### src/rtl/burst_sram_ctrl_if.sv
// Request, write-beat and read-beat bundle between a bus master and burst_sram_ctrl.
// rd_perr exists only when BSRAM_PARITY_EN is defined.
interface burst_sram_ctrl_if #(
    parameter int DATA_W = 8,
    parameter int ADDR_W = 4,
    parameter int LEN_W  = 4
);
    logic              req_valid;
    logic              req_ready;
    logic              req_we;
    logic [ADDR_W-1:0] req_addr;
    logic [LEN_W-1:0]  req_len;
    logic              wr_valid;
    logic              wr_ready;
    logic [DATA_W-1:0] wr_data;
    logic              rd_valid;
    logic              rd_last;
    logic [DATA_W-1:0] rd_data;
    logic              busy;
    logic              done;
`ifdef BSRAM_PARITY_EN
    logic              rd_perr;
`endif

    modport master (
`ifdef BSRAM_PARITY_EN
        input  rd_perr,
`endif
        output req_valid, req_we, req_addr, req_len, wr_valid, wr_data,
        input  req_ready, wr_ready, rd_valid, rd_last, rd_data, busy, done
    );

    modport slave (
`ifdef BSRAM_PARITY_EN
        output rd_perr,
`endif
        input  req_valid, req_we, req_addr, req_len, wr_valid, wr_data,
        output req_ready, wr_ready, rd_valid, rd_last, rd_data, busy, done
    );
endinterface

### src/rtl/burst_sram_ctrl.sv
// Single-port burst SRAM: one beat per clock from a start address, wrapping modulo DEPTH.
// Define BSRAM_PARITY_EN to store an even-parity bit per word and flag mismatches on rd_perr.
module burst_sram_ctrl #(
    parameter int DATA_W = 8,
    parameter int ADDR_W = 4,
    parameter int LEN_W  = 4
) (
    input logic               clk,
    input logic               rst,
    burst_sram_ctrl_if.slave  bus
);
    localparam int DEPTH = 2 ** ADDR_W;
`ifdef BSRAM_PARITY_EN
    localparam int MEM_W = DATA_W + 1;
`else
    localparam int MEM_W = DATA_W;
`endif

    typedef enum logic [1:0] {IDLE, WRITE, READ} state_t;

    state_t            state, next_state;
    logic [ADDR_W-1:0] cur_addr;
    logic [LEN_W-1:0]  remaining;
    logic              accept, wr_beat, rd_beat, last_beat;
    logic [MEM_W-1:0]  mem [DEPTH];
    logic [MEM_W-1:0]  wr_word, rd_word;

    always_ff @(posedge clk) begin
        if (rst) state <= IDLE;
        else     state <= next_state;
    end

    always_comb begin
        next_state = state;
        accept     = 1'b0;
        wr_beat    = 1'b0;
        rd_beat    = 1'b0;
        last_beat  = (remaining == LEN_W'(1));
        case (state)
            IDLE: begin
                if (bus.req_valid) begin
                    accept = 1'b1;
                    if (bus.req_len != '0) next_state = bus.req_we ? WRITE : READ;
                end
            end
            WRITE: begin
                if (bus.wr_valid) begin
                    wr_beat = 1'b1;
                    if (last_beat) next_state = IDLE;
                end
            end
            READ: begin
                rd_beat = 1'b1;
                if (last_beat) next_state = IDLE;
            end
            default: next_state = IDLE;
        endcase
    end

    assign bus.req_ready = (state == IDLE) && !rst;
    assign bus.wr_ready  = (state == WRITE);
    assign bus.busy      = (state != IDLE);

`ifdef BSRAM_PARITY_EN
    assign wr_word = {^bus.wr_data, bus.wr_data};
`else
    assign wr_word = bus.wr_data;
`endif
    assign rd_word = mem[cur_addr];

    // A write on the reset edge is suppressed so an abandoned burst leaves no partial beat.
    always_ff @(posedge clk) begin
        if (wr_beat && !rst) mem[cur_addr] <= wr_word;
    end

    always_ff @(posedge clk) begin
        if (rst) begin
            cur_addr     <= '0;
            remaining    <= '0;
            bus.rd_valid <= 1'b0;
            bus.rd_last  <= 1'b0;
            bus.rd_data  <= '0;
            bus.done     <= 1'b0;
`ifdef BSRAM_PARITY_EN
            bus.rd_perr  <= 1'b0;
`endif
        end else begin
            bus.rd_valid <= rd_beat;
            bus.rd_last  <= rd_beat && last_beat;
            bus.done     <= (accept && (bus.req_len == '0)) || ((wr_beat || rd_beat) && last_beat);
            if (rd_beat) bus.rd_data <= rd_word[DATA_W-1:0];
`ifdef BSRAM_PARITY_EN
            // XOR over data plus stored bit is 1 exactly when even parity is violated.
            bus.rd_perr  <= rd_beat && (^rd_word);
`endif
            if (accept) begin
                cur_addr  <= bus.req_addr;
                remaining <= bus.req_len;
            end else if (wr_beat || rd_beat) begin
                cur_addr  <= cur_addr + ADDR_W'(1);
                remaining <= remaining - LEN_W'(1);
            end
        end
    end
endmodule
### src/flat_wrapper.sv
// flat-port wrapper written by rule: the top's interface ports become plain ports
module burst_sram_ctrl_flat 
#(
    parameter int DATA_W = 8,
    parameter int ADDR_W = 4,
    parameter int LEN_W  = 4
)
  (clk, rst, bus_req_valid, bus_req_we, bus_req_addr, bus_req_len, bus_wr_valid, bus_wr_data, bus_req_ready, bus_wr_ready, bus_rd_valid, bus_rd_last, bus_rd_data, bus_busy, bus_done);
  burst_sram_ctrl_if #(.DATA_W(DATA_W), .ADDR_W(ADDR_W), .LEN_W(LEN_W)) bus_i ();
  input logic clk;
  input logic rst;
  input wire logic [$bits(bus_i.req_valid)-1:0] bus_req_valid;
  input wire logic [$bits(bus_i.req_we)-1:0] bus_req_we;
  input wire logic [$bits(bus_i.req_addr)-1:0] bus_req_addr;
  input wire logic [$bits(bus_i.req_len)-1:0] bus_req_len;
  input wire logic [$bits(bus_i.wr_valid)-1:0] bus_wr_valid;
  input wire logic [$bits(bus_i.wr_data)-1:0] bus_wr_data;
  output wire logic [$bits(bus_i.req_ready)-1:0] bus_req_ready;
  output wire logic [$bits(bus_i.wr_ready)-1:0] bus_wr_ready;
  output wire logic [$bits(bus_i.rd_valid)-1:0] bus_rd_valid;
  output wire logic [$bits(bus_i.rd_last)-1:0] bus_rd_last;
  output wire logic [$bits(bus_i.rd_data)-1:0] bus_rd_data;
  output wire logic [$bits(bus_i.busy)-1:0] bus_busy;
  output wire logic [$bits(bus_i.done)-1:0] bus_done;
  assign bus_i.req_valid = bus_req_valid;
  assign bus_i.req_we = bus_req_we;
  assign bus_i.req_addr = bus_req_addr;
  assign bus_i.req_len = bus_req_len;
  assign bus_i.wr_valid = bus_wr_valid;
  assign bus_i.wr_data = bus_wr_data;
  assign bus_req_ready = bus_i.req_ready;
  assign bus_wr_ready = bus_i.wr_ready;
  assign bus_rd_valid = bus_i.rd_valid;
  assign bus_rd_last = bus_i.rd_last;
  assign bus_rd_data = bus_i.rd_data;
  assign bus_busy = bus_i.busy;
  assign bus_done = bus_i.done;
  burst_sram_ctrl #(.DATA_W(DATA_W), .ADDR_W(ADDR_W), .LEN_W(LEN_W)) u_core (.clk(clk), .rst(rst), .bus(bus_i));
endmodule
### config.mk
export PLATFORM = sky130hd
export DESIGN_NAME = burst_sram_ctrl_flat
export DESIGN_NICKNAME = d
export VERILOG_FILES = /design/src/rtl/burst_sram_ctrl_if.sv /design/src/rtl/burst_sram_ctrl.sv /design/src/flat_wrapper.sv
export SDC_FILE = /design/constraint.sdc
export NUM_CORES = 1
export LEC_CHECK = 0
export BUFFER_PORTS_ARGS = -buffer_cell sky130_fd_sc_hd__buf_2
export CAP_MARGIN = 30
export CORE_UTILIZATION = 60
export CTS_CLUSTER_SIZE = 8
export DETAILED_ROUTE_END_ITERATION = 12
export PLACE_DENSITY = 0.79
export SYNTH_ARGS = -nofsm -noshare
export SYNTH_HDL_FRONTEND = slang
export SYNTH_SLANG_ARGS = --single-unit
### constraint.sdc
create_clock -name clk -period 2.6 [get_ports clk]
set_input_delay 0.65 -clock clk [delete_from_list [all_inputs] [get_ports clk]]
set_output_delay 0.65 -clock clk [all_outputs]
set_load 0.03 [all_outputs]
== Yosys cells after proc, flatten, opt, wreduce, memory -nomap -nowiden ==
Memory sizes are Yosys's and may differ from the RTL's. A register that Yosys moved wholly into a read port is not among the register bits.
Index checks and enable logic that the tools add are counted.
W data, S select, Z words.

* Div/mod/pow operators: 0
* Magnitude comparators: 0
* Shifts and indexed selects: 0
* Bitwise operators: 0
* Equality and inequality tests: 6
* Add/sub/neg operators: 2
* Multiply operators: 0
* Multiplexer cells: 17
* Reduce and logical (&&, ||, !) cells: 14

{| class="wikitable"
|+ Operator list
! operator !! number
|-
| $mux W4 || 4
|-
| $mux W2 || 5
|-
| $mux W1 || 7
|-
| $pmux W2 S3 || 1
|-
| $logic_and A1 B1 Y1 || 5
|-
| $add A4 B1 Y4 const B || 1
|-
| $eq A4 B1 Y1 const B || 1
|-
| $logic_not A4 Y1 || 1
|-
| $ne A2 B2 Y1 const B || 2
|-
| $reduce_bool A2 Y1 || 2
|-
| $reduce_bool A4 Y1 || 1
|-
| $sub A4 B1 Y4 const B || 1
|-
| $reduce_and A3 Y1 || 1
|-
| $eq A2 B1 Y1 const B || 1
|-
| $eq A2 B2 Y1 const B || 1
|-
| $logic_not A2 Y1 || 1
|-
| $logic_or A1 B1 Y1 || 2
|-
| $ne A2 B1 Y1 const B || 1
|-
| $logic_not A1 Y1 || 1
|}

* Register bits after elaboration: 13
* Logic and storage cells: 46
* Output and inout bits: 14
* Latch bits: 0
* Bits in read-only memories: 0
* RAM bits: 128
* Memories kept: 1

{| class="wikitable"
|+ Memory list
! name !! depth !! width !! rd ports !! clocked after Yosys merged registers in !! write ports !! line !! source
|-
| u_core.mem || 16 || 8 || 1 || 1 || 1 || burst_sram_ctrl.sv:25 || <nowiki>logic [MEM_W-1:0] mem [DEPTH];</nowiki>
|}

== Depth between registers and ports, before layout ==
Gate-level depths: netlist of run 1.

* Depth after elaboration: 5
* Gate-level depth with buffers: 7
* Depth with buffers taken out: 6

== Worst setup path before layout of run 1 ==
No wires, ideal clock.

* Kind: register -> register
* From: register u_core.cur_addr[1]
* To: memory u_core.mem[0][0] (netlist name) (enable)
* Required time: 2.217 ns
* Arrival time: 1.626 ns
* Path slack: 0.591 ns
* Period minus slack after synthesis: 2.009 ns
* Buffers on the path: 2
* Stages on the path, launching flop included: 7
* Library setup time: 0.383 ns
* Cell sequence: dfxtp_1 -> buf_2 -> buf_4 -> inv_1 -> ha_1 -> nand2_1 -> nor3_1

{| class="wikitable"
|+ RTL lines
! element !! line !! source
|-
| start, declared || burst_sram_ctrl.sv:22 || <nowiki>logic [ADDR_W-1:0] cur_addr;</nowiki>
|-
| start signal, assigned || burst_sram_ctrl.sv:97 || <nowiki>cur_addr <= bus.req_addr;</nowiki>
|-
| start signal, assigned || burst_sram_ctrl.sv:100 || <nowiki>cur_addr <= cur_addr + ADDR_W'(1);</nowiki>
|-
| end, declared || burst_sram_ctrl.sv:25 ||
|}

No word-level cell before the write port.

== Final worst setup path of run 1 ==
* From: register u_core.state[0]
* To: output port bus_req_ready

* Cells in the longest elaborated chain, start to end: 2

{| class="wikitable"
|+ RTL lines
! element !! line !! source
|-
| start, declared || burst_sram_ctrl.sv:21 || <nowiki>state_t state, next_state;</nowiki>
|-
| start signal, assigned || burst_sram_ctrl.sv:30 || <nowiki>else state <= next_state;</nowiki>
|-
| $logic_not A2 Y1 || burst_sram_ctrl.sv:60 || <nowiki>assign bus.req_ready = (state == IDLE) && !rst;</nowiki>
|-
| $logic_and A1 B1 Y1 || burst_sram_ctrl.sv:60 ||
|-
| end, declared || flat_wrapper.sv:18 || <nowiki>output wire logic [$bits(bus_i.req_ready)-1:0] bus_req_ready;</nowiki>
|}

Every way passes these cells.

==> results.tsv, run 1 <==
metric	value	unit
initial antenna violation count	0	
# nets final	462	
CTS root buf	clkbuf_8	
maxcap violations	0	
EDFF count, synth	128	
layout cell share with drive strength beyond 1	29.3	%
mapped cell area	0.00604	sq mm
Initial Utilization	61.8	%
worst hold path type	in2reg	
Critical Path AT	1.69	ns
XOR/XNOR Fraction of Synth Area	0.580	%
GRT Overall Usage	25.5	%
Highest Clock Rate	0.427	GHz
r2r endpoint	u_core.mem[0][4]	
fin util	71.9	%
DRT iter0 DRCs	274	
Layout fillers	608	
r2r startpoint	u_core.state[1]	
Final Hold Fails	0	
pins over their slew limit	0	
post-synthesis simple-gate area fraction	6.58	%
diode count	0	
post-CTS setup buffer count	0	
Post-Route WL	12200	um
mux share of post-synthesis cell area	11.9	%
Compound-Gate Fraction of Synth Area	6.04	%
Worst Hold Slack	0.406	ns
status	complete, no violations	
CP startpoint	u_core.state[0]	
average wire per standard cell	21.2	um
post-synth net total	403	
first-pass GRT wire length	18300	um
CP startpoint kind	flop	
setup TNS	0	ns
Yosys cell types	42	
Slew headroom	58.9	%
RePlAce Congestion	0.896	
grt ovf	0	
Post-CTS Resized	0	
Synth async-reset ratio	0	%
Vias	3460	
Row Count	36	
total CTS buffers	17	
power per cell area	873	mW/mm^2
worst path required time	1.95	ns
Tightest Pin Transition	0.615	ns
I/O pins	35	
Die Area	0.0105	sq mm
First-pass DRT Iterations	6	
part of the cycle the worst path needs	90.1	%
# hold bufs at CTS	0	
post-placement cell area	0.00648	sq mm
DRC	0	
largest area contributor in the netlist	edfxtp_1	
flops & latches, synth	149	
CTS sink count	149	
clk slew on worst S/H paths	0.06	ns
cells on worst reg2reg path	7	
fin area	0.00703	sq mm
Gate Count Post-Synth	371	
Pleak	2.42	nW
CP endpoint kind	primary output	
Core ar.	0.00977	sq mm
Top FF cell, synth	edfxtp_1	
layout overhead on the synthesized area	16.3	%
Yosys top cell area share	63.6	%
largest net degree at the start of global routing	33	
Setup CP Type	reg2out	
crit path max fanout	7	
Via density	6.01	
Period minus WS final	2.34	ns
Synth area leaders	edfxtp_1, dfxtp_1, mux4_2	
Post-DRT Antenna Nets	0	
count of input and output buffers	34	
Die Y	102	um
vias in the first global route	3333	
multi-input combinational cell area	0.00165	sq mm
depth of the CTS H-tree	4	
Die W	102	um
total power	6.14	mW
CP Capture Point	bus_req_ready	
largest family of logic cells by synthesized area	multiplexers	
Peak VDD IR	0.000660	V
worst skew pair latency	0.52	ns
FF/Latch Area	0.00427	sq mm
Setup violations, final	0	
sequential fraction of the synthesis area	70.5	%
syn_area_per_cell	16.3	sq um
Worst R2R Setup Slack	0.42	ns
Max Root-Sink Buffers	2	
RSZ-0062 raised after global routing	false	
Synth warnings	0	
adder-cell area share of the yosys netlist	2.28	%
TritonCTS clock tree	built	
DP Wirelength	8160	um
clk_skew	0.00965	ns
==> placed cells by master, fill, tap and decap left out, types with 4 or more instances in the layout <==
cell type and instances:
mux2i_1 12, a222oi_1 7, a22oi_1 9, nor2_1 31, inv_1 7, nand3_1 9
dfxtp_1 20, mux2_2 23, ha_1 11, a21oi_1 5, buf_2 34, nor3_1 4
clkbuf_16 16, edfxtp_1 128, a211oi_1 4, nand2_1 23, nor2b_1 5, mux4_2 15
buf_4 23, a311oi_1 8
==> synth_stat cells (2+ instances only) <==
library cell    n
mux2i_1        12
a22oi_1         9
dfxtp_1        21
nand4_1         2
a21boi_0        3
mux4_2         15
buf_2           6
nor3_2          2
a211oi_1        4
a222oi_1        7
nand3_1         9
ha_1           11
buf_6           2
nand2b_1        3
mux2_2         23
nor2b_1         5
o31a_1          3
nor3_1          4
buf_4           2
a311oi_1        8
a21o_1          2
xor2_1          3
nor2_1         31
nand2_1        23
edfxtp_1      128
clkbuf_1        7
a21oi_1         5
inv_1           7
==> per-stage QoR <==
| step | setup slack [ns] | instances |
|---|---|---|
| final | 0.258 | 576 |
| after global routing | 0.0920 | 576 |
| after CTS | 0.214 | 576 |
| after detailed placement | 0.397 | 544 |
| after global placement | 0.477 | 544 |
| after floorplan | 0.591 | 371 |
==> kinds of logic after synthesis <==
kind of cell	Yosys count
DFF	149
and+or+nand+nor	85
muxes	50
AOI/OAI and AO/OA	46
buffers and inverters	26
adders and majority gates	11
xor gates and xnor gates	4
==> per-layer routing <==
layer | wire (um) | share of wire (%) | track usage [%] | vias up
met5 | 0 | 0 | 0 | -
met4 | 167 | 1.4 | 8.24 | 0
met3 | 790 | 6.5 | 7.39 | 15
met2 | 6220 | 51 | 41.2 | 127
met1 | 5040 | 41 | 33.5 | 1742
li1 | - | - | - | 1576
==> state kept, by name (all words and copies together), names as in the netlist <==
| signal | flops |
|---|---|
| u_core.mem | 128 |
| u_core.bus.rd_data | 8 |
| u_core.cur_addr | 4 |
| u_core.remaining | 4 |
| u_core.state | 2 |
| u_core.bus.done | 1 |
| u_core.bus.rd_last | 1 |
| u_core.bus.rd_valid | 1 |
==> worst min path at each step <==
stage	start	end	cells after the start
finish	bus_req_addr[0]	u_core.cur_addr[0]	3
global route	bus_req_addr[3]	u_core.cur_addr[3]	3
CTS	bus_req_addr[0]	u_core.cur_addr[0]	3
detailed placement	u_core.bus.rd_data[7]	u_core.bus.rd_data[7]	2
global placement	u_core.bus.rd_data[7]	u_core.bus.rd_data[7]	2
floorplan	u_core.state[0]	u_core.state[0]	2
==> report_power, final <==
group	leakage [nW]	internal, mW	switching (mW)
combinational	0.825	0.457	0.658
clock	0.267	1.35	0.913
sequential	1.32	2.68	0.0809
total	2.42	4.49	1.65
==> critical path, cell delays in order (launching register included) <==
cell and delay [ns]:
dfxtp_1 0.34, inv_1 0.12, ha_1 0.30, inv_1 0.11, nor2_1 0.11, buf_2 0.20
==> final cells by class <==
class                      instances  share of cell area (%)
inverter                           8                   0.427
timing repair buffer              58                    5.16
clock inverter                    14                    1.94
tap                              133                    2.37
multi-input combinational        196                    23.5
sequential                       149                    60.7
clock buffer                      18                    5.94
Note: power is estimated with default switching activity, not from simulation.
==> run 2: changes to the inputs <==
- BUFFER_PORTS_ARGS: -buffer_cell sky130_fd_sc_hd__buf_2 -> not set
- DONT_BUFFER_PORTS: not set -> 1
- PLACE_DENSITY: 0.79 -> 0.76
==> run 2 against run 1 <==
Setup slack worse by 0.15 ns. Sequential power rose by 3%. Hold slack got worse by 0.22 ns. Wire length fell by 1.1%. Die area stayed put. Largest cell class unchanged. Largest power group unchanged.
==> results.tsv, run 2 (synthesized netlist as in run 1, its figures left out) <==
metric	value	unit	change
Max Root-Sink Buffers	2		unchanged
Setup CP Type	reg2out		
depth of the CTS H-tree	4		unchanged
DP Wirelength	7870	um	-3.5%
Pleak	2.25	nW	-6.7%
GRT Overall Usage	25.4	%	-0.083 points
Layout fillers	627		+3.1%
DRC	0		unchanged
Initial Utilization	61.8	%	unchanged
Die W	102	um	unchanged
most frequent cells in the layout	edfxtp_1, nor2_1, nand2_1, mux2_2, dfxtp_1		
status	complete, no violations		
Period minus WS final	2.50	ns	+0.154 ns
Largest Register	u_core.mem		
Final Hold Fails	0		unchanged
Peak VDD IR	0.000582	V	-12%
Core ar.	0.00977	sq mm	unchanged
part of the cycle the worst path needs	96.0	%	+5.9 points
largest net degree at the start of global routing	25		-24%
CTS root buf	clkbuf_8		
Vias	3275		-5.3%
Die Y	102	um	unchanged
CP endpoint kind	primary output		
Top Registers	u_core.mem x128, u_core.bus.rd_data x8		
gr busiest metal	met2		
Worst Hold Slack	0.187	ns	-0.219 ns
I/O pins	35		unchanged
vias in the first global route	3204		-3.9%
Via density	6.09		+1.3%
CTS sink count	149		unchanged
post-CTS setup buffer count	0		unchanged
First-pass DRT Iterations	5		-1
first-pass GRT wire length	18100	um	-1.4%
Row Count	36		unchanged
worst hold path type	in2reg		
Critical Path AT	1.85	ns	+0.16 ns
maxcap violations	0		unchanged
M2 GR Usage	39.1	%	-2.2 points
max reg flops	128		unchanged
total power	6.27	mW	+2.1%
total CTS buffers	17		unchanged
# nets final	424		-8.2%
Slew headroom	48.1	%	-11 points
layout cell share with drive strength beyond 1	23.0	%	-6.4 points
Post-CTS Resized	1		+1
setup TNS	0	ns	unchanged
layout overhead on the synthesized area	13.8	%	
DRT iter0 DRCs	291		+6.2%
fin util	70.4	%	-1.5 points
average wire per standard cell	22.5	um	+5.9%
initial antenna violation count	0		unchanged
Post-Route WL	12100	um	-1.1%
RSZ-0062 raised after global routing	false		
Post-DRT Antenna Nets	0		unchanged
Highest Clock Rate	0.401	GHz	-6.2%
RePlAce Congestion	0.840		-6.3%
grt ovf	0		unchanged
# hold bufs at CTS	0		unchanged
pins over their slew limit	0		unchanged
power per cell area	911	mW/mm^2	+4.3%
Setup violations, final	0		unchanged
clk_skew	0.00751	ns	-0.00214 ns
most common cell after layout, fill and taps aside	edfxtp_1		
TritonCTS clock tree	built		
diode count	0		unchanged
worst skew pair latency	0.53	ns	about the same
clk slew on worst S/H paths	0.06	ns	about the same
count of input and output buffers	0		-100%
Die Area	0.0105	sq mm	unchanged
CP startpoint kind	flop		
met3 usage	6.91	%	-0.48 points
crit path max fanout	7		unchanged
met1 Use GR	34.5	%	+0.97 points
worst path required time	1.95	ns	about the same
Tightest Pin Transition	0.776	ns	+0.161 ns
-- run 2: layout make-up --
| type | instances | area, sq um | area share [%] |
|---|---|---|---|
| timing repair buffer | 20 | 163 | 2.36 |
| clock buffer | 19 | 422 | 6.13 |
| multi-input combinational | 196 | 1660 | 24.1 |
| clock inverter | 13 | 180 | 2.62 |
| sequential | 149 | 4270 | 62.0 |
| tap | 133 | 166 | 2.42 |
| inverter | 8 | 30.0 | 0.436 |
-- run 2: metal layers --
layer  vias to the layer above  wire [um]  share of wire (%)
met5                         -          0                  0
met2                       123       5880                 49
met3                        16        976                8.1
met1                      1645       5010                 41
li1                       1491          -                  -
met4                         0        221                1.8
-- run 2: final timing paths --
kind | depth (start not counted) | from | slack, ns | endpoint
worst max-delay path | 4 | u_core.state[1] | 0.10 | bus_req_ready
worst min-delay path | 1 | rst | 0.19 | u_core.cur_addr[0]
worst max register to register | 4 | u_core.cur_addr[3] | 0.41 | u_core.bus.rd_data[4]
worst min register to register | 2 | u_core.state[0] | 0.52 | u_core.state[0]
-- run 2: where the power goes --
part / switching [mW] / internal [mW]
sequential: 0.163 / 2.68
clock: 0.929 / 1.55
combinational: 0.529 / 0.415
-- run 2: per-stage QoR --
step	std cells	worst slack (ns)	area, sq um
3_5_place_dp	506	0.447	6280
6_report	538	0.105	6880
3_3_place_gp	506	0.551	6280
5_1_grt	538	0.00236	6880
2_1_floorplan	371	0.591	6040
4_1_cts	538	0.0810	6880
-- run 2: worst max-delay path, stage by stage (launching register included) --
cell and delay (ns):
dfxtp_1 0.34, inv_1 0.11, ha_1 0.29, inv_1 0.22, nor2_2 0.35
==> run 3: changes to the inputs <==
- CORE_ASPECT_RATIO: not set -> 0.5
==> run 3 against run 2 <==
Largest cell class unchanged. Combinational power up 6%. Core utilization up 0.21 points. Highest routed layer unchanged. Critical path type unchanged. Wire length up 5.1%. First-iteration DRC count up 22%. Register-to-register slack better by 0.04 ns.
==> results.tsv, run 3 (synthesized netlist as in run 1, its figures left out) <==
metric	value	unit	change
initial antenna violation count	0		unchanged
most common cell after layout, fill and taps aside	edfxtp_1		
grt ovf	0		unchanged
total CTS buffers	17		unchanged
Internal	4.29	mW	-7.6%
CTS root buf	clkbuf_16		
CP endpoint kind	primary output		
Tightest Pin Transition	0.687	ns	-0.0885 ns
Die Area	0.0105	sq mm	+0.24%
multi-input combinational cell area	0.00165	sq mm	-0.15%
FF/Latch Area	0.00427	sq mm	unchanged
GRT Overall Usage	26.6	%	+1.2 points
Post-Route WL	12700	um	+5.1%
I/O pins	35		unchanged
pins over their slew limit	0		unchanged
clock network power share	35.5	%	-4.1 points
First-pass DRT Iterations	5		unchanged
Comb pwr share	17.0	%	+1.9 points
diode count	0		unchanged
Final Hold Fails	0		unchanged
Largest Register	u_core.mem		
Critical Path AT	1.77	ns	-0.08 ns
layout overhead on the synthesized area	12.2	%	
vias in the first global route	3334		+4.1%
Core ar.	0.00960	sq mm	-1.8%
Sw Pwr	1.61	mW	-0.50%
Layout fillers	599		-4.5%
CTS sink count	149		unchanged
RePlAce Congestion	0.852		+1.5%
largest net degree at the start of global routing	40		+60%
post-CTS setup buffer count	0		unchanged
worst path required time	1.95	ns	about the same
Via density	6.42		+5.4%
Period minus WS final	2.42	ns	-0.0720 ns
depth of the CTS H-tree	4		unchanged
Initial Utilization	62.9	%	+1.1 points
power per cell area	871	mW/mm^2	-4.4%
status	complete, no violations		
most frequent cells in the layout	edfxtp_1, nor2_1, nand2_1, mux2_2, dfxtp_1		
Die Y	73.0	um	-29%
Highest Clock Rate	0.413	GHz	+3.0%
clk_skew	0.00524	ns	-0.00227 ns
max reg flops	128		unchanged
clk slew on worst S/H paths	0.06	ns	about the same
average wire per standard cell	23.5	um	+4.7%
Worst Hold Slack	0.296	ns	+0.109 ns
DRT iter0 DRCs	355		+22%
worst skew pair latency	0.42	ns	-0.11 ns
Peak VDD IR	0.000499	V	-14%
CP startpoint kind	flop		
Vias	3466		+5.8%
Max Root-Sink Buffers	2		unchanged
crit path max fanout	7		unchanged
Top Registers	u_core.mem x128, u_core.bus.rd_data x8		
Post-DRT Antenna Nets	0		unchanged
# hold bufs at CTS	0		unchanged
Setup CP Type	reg2out		
RSZ-0062 raised after global routing	false		
Die W	144	um	+41%
# nets final	424		unchanged
maxcap violations	0		unchanged
worst hold path type	in2reg		
part of the cycle the worst path needs	93.2	%	-2.8 points
fin area	0.00678	sq mm	-1.5%
count of input and output buffers	0		unchanged
Post-CTS Resized	0		-1
Slew headroom	54.0	%	+5.9 points
Switching Fraction	27.3	%	+1.5 points
Setup violations, final	0		unchanged
Pleak	2.22	nW	-1.6%
setup TNS	0	ns	unchanged
sequential share of power	47.5	%	+2.2 points
layout cell share with drive strength beyond 1	22.2	%	-0.74 points
post-placement cell area	0.00628	sq mm	about the same
Row Count	25		-31%
DP Wirelength	8160	um	+3.7%
TritonCTS clock tree	built		
first-pass GRT wire length	19000	um	+5.3%
DRC	0		unchanged
run 3: power by group through the flow:
| stage | Combinational, mW | Sequential [mW] | Clock (mW) |
|---|---|---|---|
| 2_1_floorplan | 0.775 | 2.84 | 0 |
| 3_3_place_gp | 0.960 | 2.85 | 0 |
| 3_5_place_dp | 0.993 | 2.85 | 0 |
| 4_1_cts | 1.00 | 2.80 | 2.11 |
| 5_1_grt | 1.09 | 2.81 | 2.20 |
| 6_report | 1.00 | 2.80 | 2.10 |
run 3: area by class of cell:
cell class / instances / share of cell area, %
Multi-Input combinational cell: 196 / 24.4
Tap cell: 135 / 2.49
Timing Repair Buffer: 20 / 2.40
Clock inverter: 12 / 0.959
Clock buffer: 20 / 6.44
Inverter: 8 / 0.443
Sequential cell: 149 / 62.9
run 3: per-stage QoR:
step | utilization [%] | setup slack (ns) | std cells | power, mW
global route | 70.6 | 0.0741 | 540 | 6.10
floorplan | - | 0.591 | 371 | 3.61
global placement | 65.4 | 0.607 | 508 | 3.81
finish | 70.6 | 0.177 | 540 | 5.91
CTS | 70.6 | 0.171 | 540 | 5.92
detailed placement | 65.4 | 0.488 | 508 | 3.85
run 3: metal layers:
metal	track usage [%]	share of wire, %	vias up
met4	11.0	1.5	0
met1	38.4	44	1741
li1	-	-	1501
met3	7.81	9.4	22
met5	0	0	-
met2	38.2	45	202
run 3: path summary, 6_finish.rpt:
kind                                 startpoint  slack [ns]                 end  cells after the start
worst max register to register  u_core.state[1]        0.45    u_core.mem[5][4]                      6
worst min-delay path                        rst        0.30  u_core.cur_addr[0]                      1
worst min register to register  u_core.state[0]        0.52     u_core.state[0]                      2
worst max-delay path            u_core.state[0]        0.18       bus_req_ready                      5
run 3: worst max-delay path, cell delays in order (launching register included):
cell     delay [ns]
dfxtp_1        0.38
inv_1          0.10
ha_1           0.31
inv_1          0.29
nor2_1         0.09
buf_4          0.18
